[config.mk]
export PLATFORM = sky130hd
export DESIGN_NAME = serial_mag_comparator
export DESIGN_NICKNAME = d
export VERILOG_FILES = /design/src/rtl/serial_mag_comparator_pkg.sv /design/src/rtl/serial_mag_comparator_cmp_bit.sv /design/src/rtl/serial_mag_comparator.sv
export SDC_FILE = /design/constraint.sdc
export NUM_CORES = 1
export LEC_CHECK = 0
export CAP_MARGIN = 5
export CORE_ASPECT_RATIO = 0.8
export CORE_UTILIZATION = 35
export DETAILED_ROUTE_END_ITERATION = 8
export PLACE_DENSITY = 0.67
export SLEW_MARGIN = 5
export SYNTH_ARGS = -nofsm -noshare
export SYNTH_HDL_FRONTEND = slang
export SYNTH_SLANG_ARGS = --single-unit
[constraint.sdc]
create_clock -name clk -period 4.9 [get_ports clk]
set_input_delay 0.735 -clock clk [delete_from_list [all_inputs] [get_ports clk]]
set_output_delay 0.735 -clock clk [all_outputs]
set_load 0.005 [all_outputs]
[src/rtl/serial_mag_comparator_pkg.sv]
// Shared types and constants for the bit-serial magnitude comparator.
// The result is always carried as a 3-bit {lt, gt, eq} code.
package serial_mag_comparator_pkg;

  typedef enum logic [1:0] {
    IDLE = 2'd0,
    SCAN = 2'd1,
    DONE = 2'd2
  } cmp_state_e;

  localparam logic [2:0] RES_NONE = 3'b000;
  localparam logic [2:0] RES_LT   = 3'b100;
  localparam logic [2:0] RES_GT   = 3'b010;
  localparam logic [2:0] RES_EQ   = 3'b001;

  function automatic int cmp_idx_w(input int width);
    return (width <= 1) ? 1 : $clog2(width);
  endfunction

endpackage

[src/rtl/serial_mag_comparator_cmp_bit.sv]
// Combinational 1-bit comparator cell.
// Exactly one of lt/gt/eq is high for any pair of input bits.
module cmp_bit_cell (
  input  logic a,
  input  logic b,
  output logic lt,
  output logic gt,
  output logic eq
);

  assign lt = ~a & b;
  assign gt = a & ~b;
  assign eq = ~(a ^ b);

endmodule

[src/rtl/serial_mag_comparator.sv]
// Word magnitude comparator built from one bit cell, scanning MSB-first
// one bit per clock, with optional early exit on the first differing bit.
//
// state | meaning
// IDLE  | waiting for start, last result held
// SCAN  | comparing a_q[idx_q] against b_q[idx_q]
// DONE  | result valid, done pulse, start accepted back-to-back
module serial_mag_comparator
  import serial_mag_comparator_pkg::*;
#(
  parameter int WIDTH      = 8,
  parameter bit SIGNED     = 1'b0,
  parameter bit EARLY_EXIT = 1'b1
) (
  input  logic             clk,
  input  logic             rst_n,
  input  logic             start,
  input  logic [WIDTH-1:0] a_in,
  input  logic [WIDTH-1:0] b_in,
  output logic             ready,
  output logic             busy,
  output logic             done,
  output logic             lt,
  output logic             gt,
  output logic             eq
);

  localparam int IDX_W = cmp_idx_w(WIDTH);
  localparam logic [IDX_W-1:0] IDX_MSB = IDX_W'(WIDTH - 1);

  cmp_state_e       state_q, state_d;
  logic [IDX_W-1:0] idx_q, idx_d;
  logic [WIDTH-1:0] a_q, b_q;
  logic [2:0]       pend_q, pend_d;
  logic [2:0]       res_q, res_d;
  logic             load;
  logic             cell_lt, cell_gt, cell_eq;
  logic [2:0]       bit_res;

  cmp_bit_cell u_cell (
    .a  (a_q[idx_q]),
    .b  (b_q[idx_q]),
    .lt (cell_lt),
    .gt (cell_gt),
    .eq (cell_eq)
  );

  // In signed mode a set sign bit means the smaller value, so lt/gt swap there.
  always_comb begin
    bit_res = RES_NONE;
    if (!cell_eq) begin
      if (SIGNED && (idx_q == IDX_MSB)) bit_res = {cell_gt, cell_lt, 1'b0};
      else                              bit_res = {cell_lt, cell_gt, 1'b0};
    end
  end

  always_comb begin
    state_d = state_q;
    idx_d   = idx_q;
    pend_d  = pend_q;
    res_d   = res_q;
    load    = 1'b0;
    case (state_q)
      IDLE, DONE: begin
        if (start) begin
          load    = 1'b1;
          idx_d   = IDX_MSB;
          pend_d  = RES_NONE;
          res_d   = RES_NONE;
          state_d = SCAN;
        end else if (state_q == DONE) begin
          state_d = IDLE;
        end
      end
      SCAN: begin
        // The first difference is frozen in pend; later bits cannot override it.
        if ((pend_q == RES_NONE) && (bit_res != RES_NONE)) pend_d = bit_res;
        if (EARLY_EXIT && (pend_d != RES_NONE)) begin
          res_d   = pend_d;
          state_d = DONE;
        end else if (idx_q == '0) begin
          res_d   = (pend_d == RES_NONE) ? RES_EQ : pend_d;
          state_d = DONE;
        end else begin
          idx_d = idx_q - IDX_W'(1);
        end
      end
      default: state_d = IDLE;
    endcase
  end

  always_ff @(posedge clk or negedge rst_n) begin
    if (!rst_n) begin
      state_q <= IDLE;
      idx_q   <= '0;
      a_q     <= '0;
      b_q     <= '0;
      pend_q  <= RES_NONE;
      res_q   <= RES_NONE;
    end else begin
      state_q <= state_d;
      idx_q   <= idx_d;
      pend_q  <= pend_d;
      res_q   <= res_d;
      if (load) begin
        a_q <= a_in;
        b_q <= b_in;
      end
    end
  end

  assign ready = (state_q == IDLE) || (state_q == DONE);
  assign busy  = (state_q == SCAN);
  assign done  = (state_q == DONE);
  assign lt    = res_q[2];
  assign gt    = res_q[1];
  assign eq    = res_q[0];

endmodule

# Word level (Yosys, flattened, before mapping)
# Index checks and enable logic that the tools add are counted.
[word_totals] register_bits=27 inputBits=19 word_cells=58
[classes] n_eq_ne=7 n_mux=24 addsub=1 bitwise_logic=5 n_reduce_logical=14 order_cmp=1
[ops] op="$mux 3" n=10
[ops] op="$pmux 3 s2" n=3
[ops] op="$logic_not 3->1" n=3
[ops] op="$mux 2" n=4
[ops] op="$bmux 1 s3" n=2
[ops] op="$ne 2x2->1 const B" n=3
[ops] op="$reduce_bool 3->1" n=2
[ops] op="$lt 3x4->1 const B" n=1
[ops] op="$mux 1" n=4
[ops] op="$pmux 2 s2" n=1
[ops] op="$reduce_and 2->1" n=2
[ops] op="$reduce_and 4->1" n=1
[ops] op="$ne 3x1->1 const B" n=1
[ops] op="$ne 3x3->1 const B" n=1
[ops] op="$reduce_and 3->1" n=1
[ops] op="$sub 3x1->3 const B" n=1
[ops] op="$and 1x1->1" n=2
[ops] op="$eq 2x1->1 const B" n=1
[ops] op="$eq 2x2->1 const B" n=1
[ops] op="$logic_not 2->1" n=1
[ops] op="$not 1->1" n=2
[ops] op="$reduce_bool 2->1" n=1
[ops] op="$reduce_or 2->1" n=1
[ops] op="$logic_and 1x1->1" n=1
[ops] op="other kinds (2)" n=2

# Depth between registers and ports, before layout
# Gate-level depths: netlist of run 1.
[logic_depth] word_depth=14 depth_mapped=8 mapped_depth_nobuf=7

# Cells and area by module
# A second synthesis of run 1 with hierarchy kept.
[unflattened] cells_unflattened=133 hier_area_um2=1313.8
[by_module_without_submodules] module="serial_mag_comparator" n_inst=1 cells_per_inst=129 seq_area_each_um2=675.6 area_per_inst_um2=1281.2
[by_module_without_submodules] module="cmp_bit_cell" n_inst=1 cells_per_inst=4 seq_area_each_um2=0.0 area_per_inst_um2=32.5

# Worst setup path before layout of run 1
# OpenSTA, ideal clock, no wires.
[synth_path] path_kind="reg2reg" startpoint="register idx_q[0]" endpoint="register res_q[0]" slack_ns=2.757 period_less_slack_ns=2.143 arrival_ns=2.022 stages_incl_launch_ff=9 t_required_ns=4.780 cell_sequence="dfrtp_1 > buf_6 > mux4_2 > mux2i_1 > inv_1 > ha_1 > o21bai_1 > a211o_1 > o211a_1"
[synth_via] elab_chain_len=14
[synth_lines] item="start, declared" line="serial_mag_comparator.sv:32" source="logic [IDX_W-1:0] idx_q, idx_d;"
[synth_lines] item="start signal, assigned" line="serial_mag_comparator.sv:102" source="idx_q <= idx_d;"
[synth_lines] item="$bmux 1 s3, on equally long branches" line="serial_mag_comparator.sv:42, serial_mag_comparator.sv:41"
[synth_lines] item="$mux 1, on equally long branches" line="serial_mag_comparator.sv:42, serial_mag_comparator.sv:41"
[synth_lines] item="$not 1->1, on equally long branches" line="serial_mag_comparator_cmp_bit.sv:12, serial_mag_comparator_cmp_bit.sv:11"
[synth_lines] item="$and 1x1->1, on equally long branches" line="serial_mag_comparator_cmp_bit.sv:12, serial_mag_comparator_cmp_bit.sv:11"
[synth_lines] item="$mux 3" line="serial_mag_comparator.sv:51" source="if (!cell_eq) begin"
[synth_lines] item="$reduce_bool 3->1" line="serial_mag_comparator.sv:77" source="if ((pend_q == RES_NONE) && (bit_res != RES_NONE)) pend_d = bit_res;"
[synth_lines] item="$logic_and 1x1->1" line="serial_mag_comparator.sv:77"
[synth_lines] item="$mux 3" line="serial_mag_comparator.sv:77"
[synth_lines] item="$mux 3" line="serial_mag_comparator.sv:63" source="case (state_q)"
[synth_lines] item="$logic_not 3->1" line="serial_mag_comparator.sv:82" source="res_d = (pend_d == RES_NONE) ? RES_EQ : pend_d;"
[synth_lines] item="$mux 3" line="serial_mag_comparator.sv:82"
[synth_lines] item="$mux 3" line="serial_mag_comparator.sv:81" source="end else if (idx_q == '0) begin"
[synth_lines] item="$mux 3" line="serial_mag_comparator.sv:78" source="if (EARLY_EXIT && (pend_d != RES_NONE)) begin"
[synth_lines] item="$pmux 3 s2" line="serial_mag_comparator.sv:63"
[synth_lines] item="end signal, assigned" line="serial_mag_comparator.sv:104" source="res_q <= res_d;"
[synth_lines] item="end, declared" line="serial_mag_comparator.sv:35" source="logic [2:0] res_q, res_d;"
# Several ways; a longest one is shown, not always the timed one. The select of a mux whose other input is x is not followed.
# A chain may end at the register's enable or synchronous reset.

# Worst setup path after layout of run 1
[layout_path] startpoint="register idx_q[0]" endpoint="register res_q[1]"
# Same word-level chain as after synthesis.

==> results of run 1 <==
[state kept, by name (all words and copies together), names as in the netlist]
name     count
b_q          8
pend_q       3
idx_q        3
a_q          8
state_q      2
res_q        3
[worst max-delay path, delay by kind of cell, from the launching register on]
family / cells / cell delay (ns)
AOI/OAI and AO/OA: 3 / 0.68
adders and majority gates: 1 / 0.30
buffers and inverters: 1 / 0.07
DFF: 1 / 0.55
muxes: 2 / 0.77
[per-layer routing]
metal	up-vias	wire (um)	global-route usage	part of all wire
met5	-	0	0	0
met4	0	31	0.0437	0.013
met3	5	114	0.0453	0.048
met2	23	1080	0.230	0.45
met1	428	1170	0.179	0.49
li1	469	-	-	-
[power groups by stage]
stage	Sequential, mW	Combinational (mW)	Clock (mW)
floorplan	0.365	0.279	0
finish	0.384	0.367	0.126
CTS	0.385	0.373	0.133
global placement	0.384	0.356	0
global route	0.400	0.420	0.141
detailed placement	0.390	0.370	0
[Yosys cell counts]
cell	n	area [um2]
a211o_1	1	8.76
a21oi_1	1	5.00
a31oi_1	1	6.26
and2_1	1	6.26
and3b_1	1	8.76
and4_1	1	8.76
buf_1	1	3.75
buf_2	1	5.00
buf_6	1	11.3
clkbuf_1	2	7.51
dfrtp_1	27	676
ha_1	4	50.1
inv_1	6	22.5
mux2i_1	4	40.0
mux4_2	4	90.1
nand2_1	55	206
nand2b_1	3	18.8
nand4_1	1	6.26
nand4b_1	1	8.76
nor2_1	3	11.3
nor2b_1	2	12.5
nor3_2	1	10.0
nor4b_1	2	17.5
o211a_1	1	10.0
o21ai_0	4	20.0
o21bai_1	1	7.51
[metrics by stage]
stage	area, um2	util	hold slack, ns
after global routing	1580	0.456	0.491
after detailed placement	1540	0.445	0.461
after floorplan	1280	-	0.439
after CTS	1590	0.458	0.484
after global placement	1540	0.445	0.455
final	1580	0.456	0.448
[final cells by class]
| class | count | area share |
|---|---|---|
| tap | 42 | 0.0332 |
| clock buffer | 4 | 0.0284 |
| timing repair buffer | 24 | 0.148 |
| multi-input combinational | 92 | 0.349 |
| sequential | 27 | 0.427 |
| inverter | 6 | 0.0142 |
[cells by family after synthesis]
family	after synthesis	share of synthesized area
AOI/OAI and AO/OA	9	0.0450
adders and majority gates	4	0.0391
buffers and inverters	11	0.0391
DFF	27	0.528
muxes	8	0.102
and+or+nand+nor	71	0.247
[how the worst max path moves through the flow]
stage               slack [ns]  depth (start not counted)  endpoint
finish                    2.41                          7  res_q[1]
global route              2.16                          7  res_q[1]
CTS                       2.38                          7  res_q[1]
detailed placement        2.35                          4  idx_q[1]
global placement          2.41                          4  idx_q[2]
floorplan                 2.76                          8  res_q[0]
==> impl_metrics.env, run 1 <==
export IMPL_outcome="finished, final reports clean"
export IMPL_portBuffers=24
export IMPL_postCtsSetupRepairBufs=0
export IMPL_ctsHoldBuffers=0
export IMPL_synthCells=130
export IMPL_clkPwrFrac=0.144
export IMPL_rsz0062_at_grt="false"
export IMPL_total_power_mw=0.878
export IMPL_grt_pass1_wl_um=4280
export IMPL_clock_skew_ns=0.00308
export IMPL_dp_slack_ns=2.35
export IMPL_slew_headroom=0.154
export IMPL_hold_path_class="in -> async"
export IMPL_root_buffer="clkbuf_8"
export IMPL_p_leak_nw=0.813
export IMPL_clock_path_buffers=2
export IMPL_fin_ws_ns=2.41
export IMPL_dpl_hpwl_um=1690
export IMPL_cpMaxStageDelayCell="mux4_2"
export IMPL_power_density_nw_per_um2=554
export IMPL_cts_tree="yes"
export IMPL_final_max_slew_violation_count=0
export IMPL_worstPathArrival_ns=2.64
export IMPL_fillers=319
export IMPL_crit_path_max_fanout=7
export IMPL_drv_cap=0
export IMPL_cts_clk_slew_worst_paths_ns=0.09
export IMPL_tightest_slew_ns=1.27
export IMPL_max_freq_ghz=0.402
export IMPL_drive_gt1_frac=0.0588
export IMPL_dp_cells=191
export IMPL_p_sw_mw=0.314
export IMPL_final_cell_mix="nand2_1, dfrtp_1, clkdlybuf4s50_1"
export IMPL_start_util=0.368
export IMPL_cp_data_required_time_ns=5.05
export IMPL_ant_nets=0
export IMPL_cts_resized=0
export IMPL_detail_route_vias_per_cell=4.74
export IMPL_final_common_cell="nand2_1"
export IMPL_worstReg2RegEnd="res_q[1]"
export IMPL_wirelength_um=2390
export IMPL_tns_ns=0
export IMPL_cts_max_level=1
export IMPL_pwr_share_comb=0.419
export IMPL_yosysWarningCount=0
export IMPL_dieArea_um2=3900
export IMPL_hold_violations=0
export IMPL_chipHeight_um=56.1
export IMPL_clock_sinks=27
export IMPL_nNetsFinal=177
export IMPL_critPathKind="reg -> reg"
export IMPL_final_cells=195
export IMPL_cp_startpoint="idx_q[0]"
export IMPL_io_pins=25
export IMPL_start_kind="flip-flop"
export IMPL_firstDrtPassIters=4
export IMPL_grt_use_total=0.141
export IMPL_p_seq_frac=0.437
export IMPL_die_w_um=69.6
export IMPL_period_share=0.508
export IMPL_area_growth_pct=23.9
export IMPL_wl_per_cell_um=12.3
export IMPL_seq_area_um2=676
export IMPL_antenna_found_initial=0
export IMPL_timing_rr_start="idx_q[0]"
export IMPL_clkLatencyLatePin_ns=0.27
export IMPL_path_cells="mux4_2, mux2i_1, inv_1, ha_1, o21bai_1, a31oi_1, o21ai_0"
export IMPL_slowest_delay_ns=0.56
export IMPL_core_area_um2=3470
export IMPL_numCtsBuffers=3
export IMPL_multi_input_area_um2=553
export IMPL_grt_ovfl_total=0
export IMPL_rows=19
export IMPL_gp_congestion=0.750
export IMPL_drt_first_iter_violations=49
export IMPL_grt_pass1_vias=970
export IMPL_p_int_mw=0.564
export IMPL_rrSetupSlack_ns=2.41
export IMPL_syn_area_per_cell_um2=9.84
export IMPL_vias=925
export IMPL_p_sw_frac=0.358
export IMPL_min_period_ns=2.49
export IMPL_ir_drop_mv=0.276
export IMPL_synthesis_area_um2=1280
export IMPL_grt_max_degree=28
export IMPL_ff2ff_path_depth=7
export IMPL_antenna_cells=0
export IMPL_syn_nets=153
export IMPL_setup_worst_path_end_class="flip-flop"
export IMPL_seq_area_frac_synth=0.528
export IMPL_ys_ff_latch=27
export IMPL_yosysUniqueCellTypes=26
export IMPL_drc_errors=0
export IMPL_setup_viol=0
No activity file was read; power rests on OpenSTA's default activity.
==> run 2, diff against run 1 <==
clock period = 2.37 ns   (was 4.9 ns; I/O delays follow)
==> impl_metrics.env, run 2 (synthesis results as in run 1) <==
export IMPL_cp_data_required_time_ns=2.54
export IMPL_chipHeight_um=56.1
export IMPL_cts_tree="yes"
export IMPL_timing_rr_start="idx_q[0]"
export IMPL_ir_drop_mv=0.544
export IMPL_clock_sinks=27
export IMPL_grt_pass1_wl_um=4350
export IMPL_reg_largest_list="a_q (8), b_q (8)"
export IMPL_antenna_found_initial=0
export IMPL_die_w_um=69.6
export IMPL_placed_area_um2=1570
export IMPL_worstPathArrival_ns=2.43
export IMPL_critPathKind="reg -> reg"
export IMPL_core_area_um2=3470
export IMPL_tns_ns=0
export IMPL_wirelength_um=2470
export IMPL_vias=949
export IMPL_numCtsBuffers=3
export IMPL_dieArea_um2=3900
export IMPL_gp_congestion=0.791
export IMPL_period_share=0.954
export IMPL_wl_per_cell_um=12.5
export IMPL_grt_ovfl_total=0
export IMPL_critPathCapture="res_q[0]"
export IMPL_start_kind="flip-flop"
export IMPL_multi_input_area_um2=587
export IMPL_firstDrtPassIters=4
export IMPL_stdcell_area_um2=1650
export IMPL_min_period_ns=2.26
export IMPL_cts_max_level=1
export IMPL_dpl_hpwl_um=1730
export IMPL_drive_gt1_frac=0.109
export IMPL_dp_slack_ns=-0.0809
export IMPL_power_density_nw_per_um2=1210
export IMPL_nNetsFinal=180
export IMPL_cp_startpoint="idx_q[0]"
export IMPL_tightest_slew_ns=0.824
export IMPL_drv_cap=0
export IMPL_cts_clk_slew_worst_paths_ns=0.09
export IMPL_portBuffers=24
export IMPL_drc_errors=0
export IMPL_setup_worst_path_end_class="flip-flop"
export IMPL_seq_area_um2=677
export IMPL_start_util=0.368
export IMPL_clock_skew_ns=0.00650
export IMPL_grt_pass1_vias=981
export IMPL_fin_ws_ns=0.108
export IMPL_hold_path_class="in -> async"
export IMPL_detail_route_vias_per_cell=4.79
export IMPL_rrSetupSlack_ns=0.11
export IMPL_fillers=339
export IMPL_total_power_mw=1.99
export IMPL_hold_violations=0
export IMPL_antenna_cells=0
export IMPL_worstReg2RegEnd="res_q[0]"
export IMPL_clock_path_buffers=2
export IMPL_final_common_cell="nand2_1"
export IMPL_p_leak_nw=0.824
export IMPL_root_buffer="clkbuf_8"
export IMPL_postCtsSetupRepairBufs=0
export IMPL_clkLatencyLatePin_ns=0.27
export IMPL_outcome="finished, final reports clean"
export IMPL_rows=19
export IMPL_ff2ff_path_depth=7
export IMPL_grt_max_degree=28
export IMPL_final_cell_mix="nand2_1, dfrtp_1, clkdlybuf4s50_1"
export IMPL_crit_path_max_fanout=7
export IMPL_max_freq_ghz=0.442
export IMPL_setup_viol=0
export IMPL_area_growth_pct=28.8
export IMPL_grt_use_total=0.139
export IMPL_io_pins=25
export IMPL_final_max_slew_violation_count=0
export IMPL_ctsHoldBuffers=0
export IMPL_drt_first_iter_violations=41
export IMPL_ant_nets=0
export IMPL_slew_headroom=0.451
==> run 2: changes by cell type in the layout (fill, tap and decap cells not counted), moves of 2 or more <==
cell and change:
buf_4 +3, nor4b_1 -2, nor4b_2 +2, o21ai_0 -2, o21ai_1 +2
==> run 2: how the worst min path moves through the flow <==
stage	from	end	slack (ns)
CTS	rst_n	res_q[1]	0.47
floorplan	rst_n	a_q[0]	0.06
global route	rst_n	res_q[2]	0.49
finish	rst_n	res_q[2]	0.45
global placement	b_q[6]	b_q[6]	0.46
detailed placement	b_q[2]	b_q[2]	0.46
==> run 2: cell type report <==
type / count / share of cell area
well taps: 42 / 0.0319
clock buffers: 4 / 0.0274
multi-input cells: 92 / 0.356
repair buffers: 27 / 0.160
flip-flops and latches: 27 / 0.411
inverters: 6 / 0.0137
==> run 2: critical path, cell delays in order (launching register included) <==
cell and delay (ns):
dfrtp_2 0.46, mux4_2 0.55, mux2i_2 0.20, inv_1 0.07, ha_1 0.29, o21bai_4 0.20
a211o_1 0.27, o211a_1 0.12
==> run 2: report_power, final <==
group          total, mW  internal (mW)  switching (mW)
Sequential         0.807          0.656           0.151
Clock              0.257          0.120           0.136
Combinational      0.926          0.494           0.432
==> run 2: per-layer routing <==
metal | up-vias | track usage | share of wire
met2 | 22 | 0.229 | 0.47
met5 | - | 0 | 0
met1 | 447 | 0.185 | 0.49
li1 | 478 | - | -
met3 | 2 | 0.0453 | 0.045
met4 | 0 | 0.0175 | 0.0032
==> run 2: what timing repair did <==
item,in CTS,in global routing
gates resized for setup,1,8
setup endpoints to repair,5,8
pin swaps,0,1
==> run 2: metrics by stage <==
stage	hold WS (ns)	util	instances
after global routing	0.491	0.474	198
after global placement	0.461	0.451	194
after floorplan	0.0599	-	130
final	0.451	0.474	198
after detailed placement	0.461	0.451	194
after CTS	0.465	0.465	198
==> run 3, diff against run 2 <==
CORE_UTILIZATION = 50   (was 35)
PLACE_DENSITY = 0.87   (was 0.67)
REMOVE_ABC_BUFFERS = 1   (was default)
==> impl_metrics.env, run 3 (synthesis results as in run 1) <==
export IMPL_firstDrtPassIters=4
export IMPL_critPathBufInv=2
export IMPL_grt_pass1_vias=957
export IMPL_detail_route_vias_per_cell=5.27
export IMPL_setup_viol=0
export IMPL_cts_tree="yes"
export IMPL_clock_sinks=27
export IMPL_path_cells="mux4_2, mux2i_2, inv_1, ha_4, o21bai_4, nand4_1, buf_4, nand2_1"
export IMPL_worstPathArrival_ns=2.55
export IMPL_grt_pass1_wl_um=4160
export IMPL_final_cell_mix="nand2_1, dfrtp_1, clkdlybuf4s50_1"
export IMPL_grt_use_total=0.210
export IMPL_hold_violations=0
export IMPL_io_pins=25
export IMPL_p_leak_nw=0.826
export IMPL_wirelength_um=2670
export IMPL_holdWs_ns=0.382
export IMPL_grt_ovfl_total=0
export IMPL_drv_cap=0
export IMPL_rows=15
export IMPL_timing_rr_start="idx_q[0]"
export IMPL_fin_util=0.722
export IMPL_chipHeight_um=47.2
export IMPL_ant_nets=0
export IMPL_max_freq_ghz=0.437
export IMPL_area_growth_pct=29.4
export IMPL_dpl_hpwl_um=1840
export IMPL_antenna_cells=0
export IMPL_drc_errors=0
export IMPL_gp_congestion=0.792
export IMPL_power_density_nw_per_um2=1230
export IMPL_slowest_delay_ns=0.53
export IMPL_outcome="finished, final reports clean"
export IMPL_clkLatencyLatePin_ns=0.33
export IMPL_min_period_ns=2.29
export IMPL_dieArea_um2=2760
export IMPL_critPathKind="reg -> reg"
export IMPL_vias=1017
export IMPL_cpMaxStageDelayCell="mux4_2"
export IMPL_clock_path_buffers=2
export IMPL_grt_max_degree=28
export IMPL_final_common_cell="nand2_1"
export IMPL_numCtsBuffers=3
export IMPL_start_kind="flip-flop"
export IMPL_dp_slack_ns=-0.182
export IMPL_drt_first_iter_violations=42
export IMPL_cp_data_required_time_ns=2.63
export IMPL_core_area_um2=2290
export IMPL_tightest_slew_ns=0.810
export IMPL_period_share=0.965
export IMPL_worstReg2RegEnd="state_q[0]"
export IMPL_drive_gt1_frac=0.132
export IMPL_antenna_found_initial=0
export IMPL_setup_worst_path_end_class="flip-flop"
export IMPL_clock_skew_ns=0.00137
export IMPL_cts_max_level=1
export IMPL_die_w_um=58.5
export IMPL_final_max_slew_violation_count=0
export IMPL_rrSetupSlack_ns=0.08
export IMPL_crit_family="multiplexers"
export IMPL_root_buffer="clkbuf_4"
export IMPL_fin_ws_ns=0.0837
export IMPL_cts_clk_slew_worst_paths_ns=0.14
export IMPL_hold_path_class="in -> async"
export IMPL_reg_largest_list="a_q (8), b_q (8)"
export IMPL_nNetsFinal=183
export IMPL_ff2ff_path_depth=8
export IMPL_start_util=0.558
export IMPL_wl_per_cell_um=13.8
export IMPL_ctsHoldBuffers=0
export IMPL_crit_path_max_fanout=5
export IMPL_slew_headroom=0.460
export IMPL_portBuffers=24
export IMPL_ir_drop_mv=0.533
run 3: cell types whose count changed in the layout (fill, tap and decap cells not counted), sizes merged:
cell,change
buf,+3
clkbuf,-1
clkinv,+1
run 3: worst reg2reg max path: stages (launching register included):
cell and delay, ns:
dfrtp_2 0.47, mux4_2 0.53, mux2i_2 0.19, inv_1 0.10, ha_4 0.29, o21bai_4 0.14
nand4_1 0.24, buf_4 0.21, nand2_1 0.06
run 3: per-layer routing:
metal  routed length [um]  global-route usage  share of wire  up-vias
li1                     -                   -              -      486
met1                 1180               0.254           0.44      490
met2                 1310               0.391           0.49       37
met3                  134              0.0579          0.050        4
met4                   39              0.0333          0.015        0
met5                    0                   0              0        -
run 3: worst max path at each step:
stage | start | end | slack (ns) | cells after the start
after floorplan | idx_q[0] | res_q[0] | 0.15 | 7
after global placement | idx_q[0] | res_q[1] | -0.02 | 7
after detailed placement | idx_q[0] | idx_q[1] | -0.18 | 7
after CTS | idx_q[0] | res_q[0] | 0.02 | 7
after global routing | idx_q[0] | state_q[0] | -0.05 | 8
final | idx_q[0] | state_q[0] | 0.08 | 8
run 3: layout make-up:
class / instances / area (um2)
clock buffers: 3 / 22.5
flip-flops and latches: 27 / 677
repair buffers: 30 / 285
well taps: 34 / 42.5
clock inverters: 1 / 5.00
fillers: 178 / 636
inverters: 6 / 22.5
multi-input cells: 92 / 599
run 3: power by group:
part / internal [mW] / switching, mW
Clock: 0.0635 / 0.139
Sequential: 0.654 / 0.143
Combinational: 0.556 / 0.484
run 3: timing repair:
action | 4_1_cts | 5_1_grt
pin swaps | 1 | 2
gates cloned | 0 | 0
setup buffers | 1 | 3
endpoints found under the setup margin | 8 | 6
gates resized for setup | 4 | 4
run 3: stage by stage:
stage / total power, mW / cells / area, um2 / setup TNS [ns]
detailed placement: 1.60 / 185 / 1550 / -0.924
global placement: 1.54 / 185 / 1550 / -0.0158
finish: 2.04 / 193 / 1650 / 0
floorplan: 1.30 / 125 / 1250 / 0
global route: 2.20 / 193 / 1650 / -0.0957
CTS: 1.86 / 190 / 1600 / 0
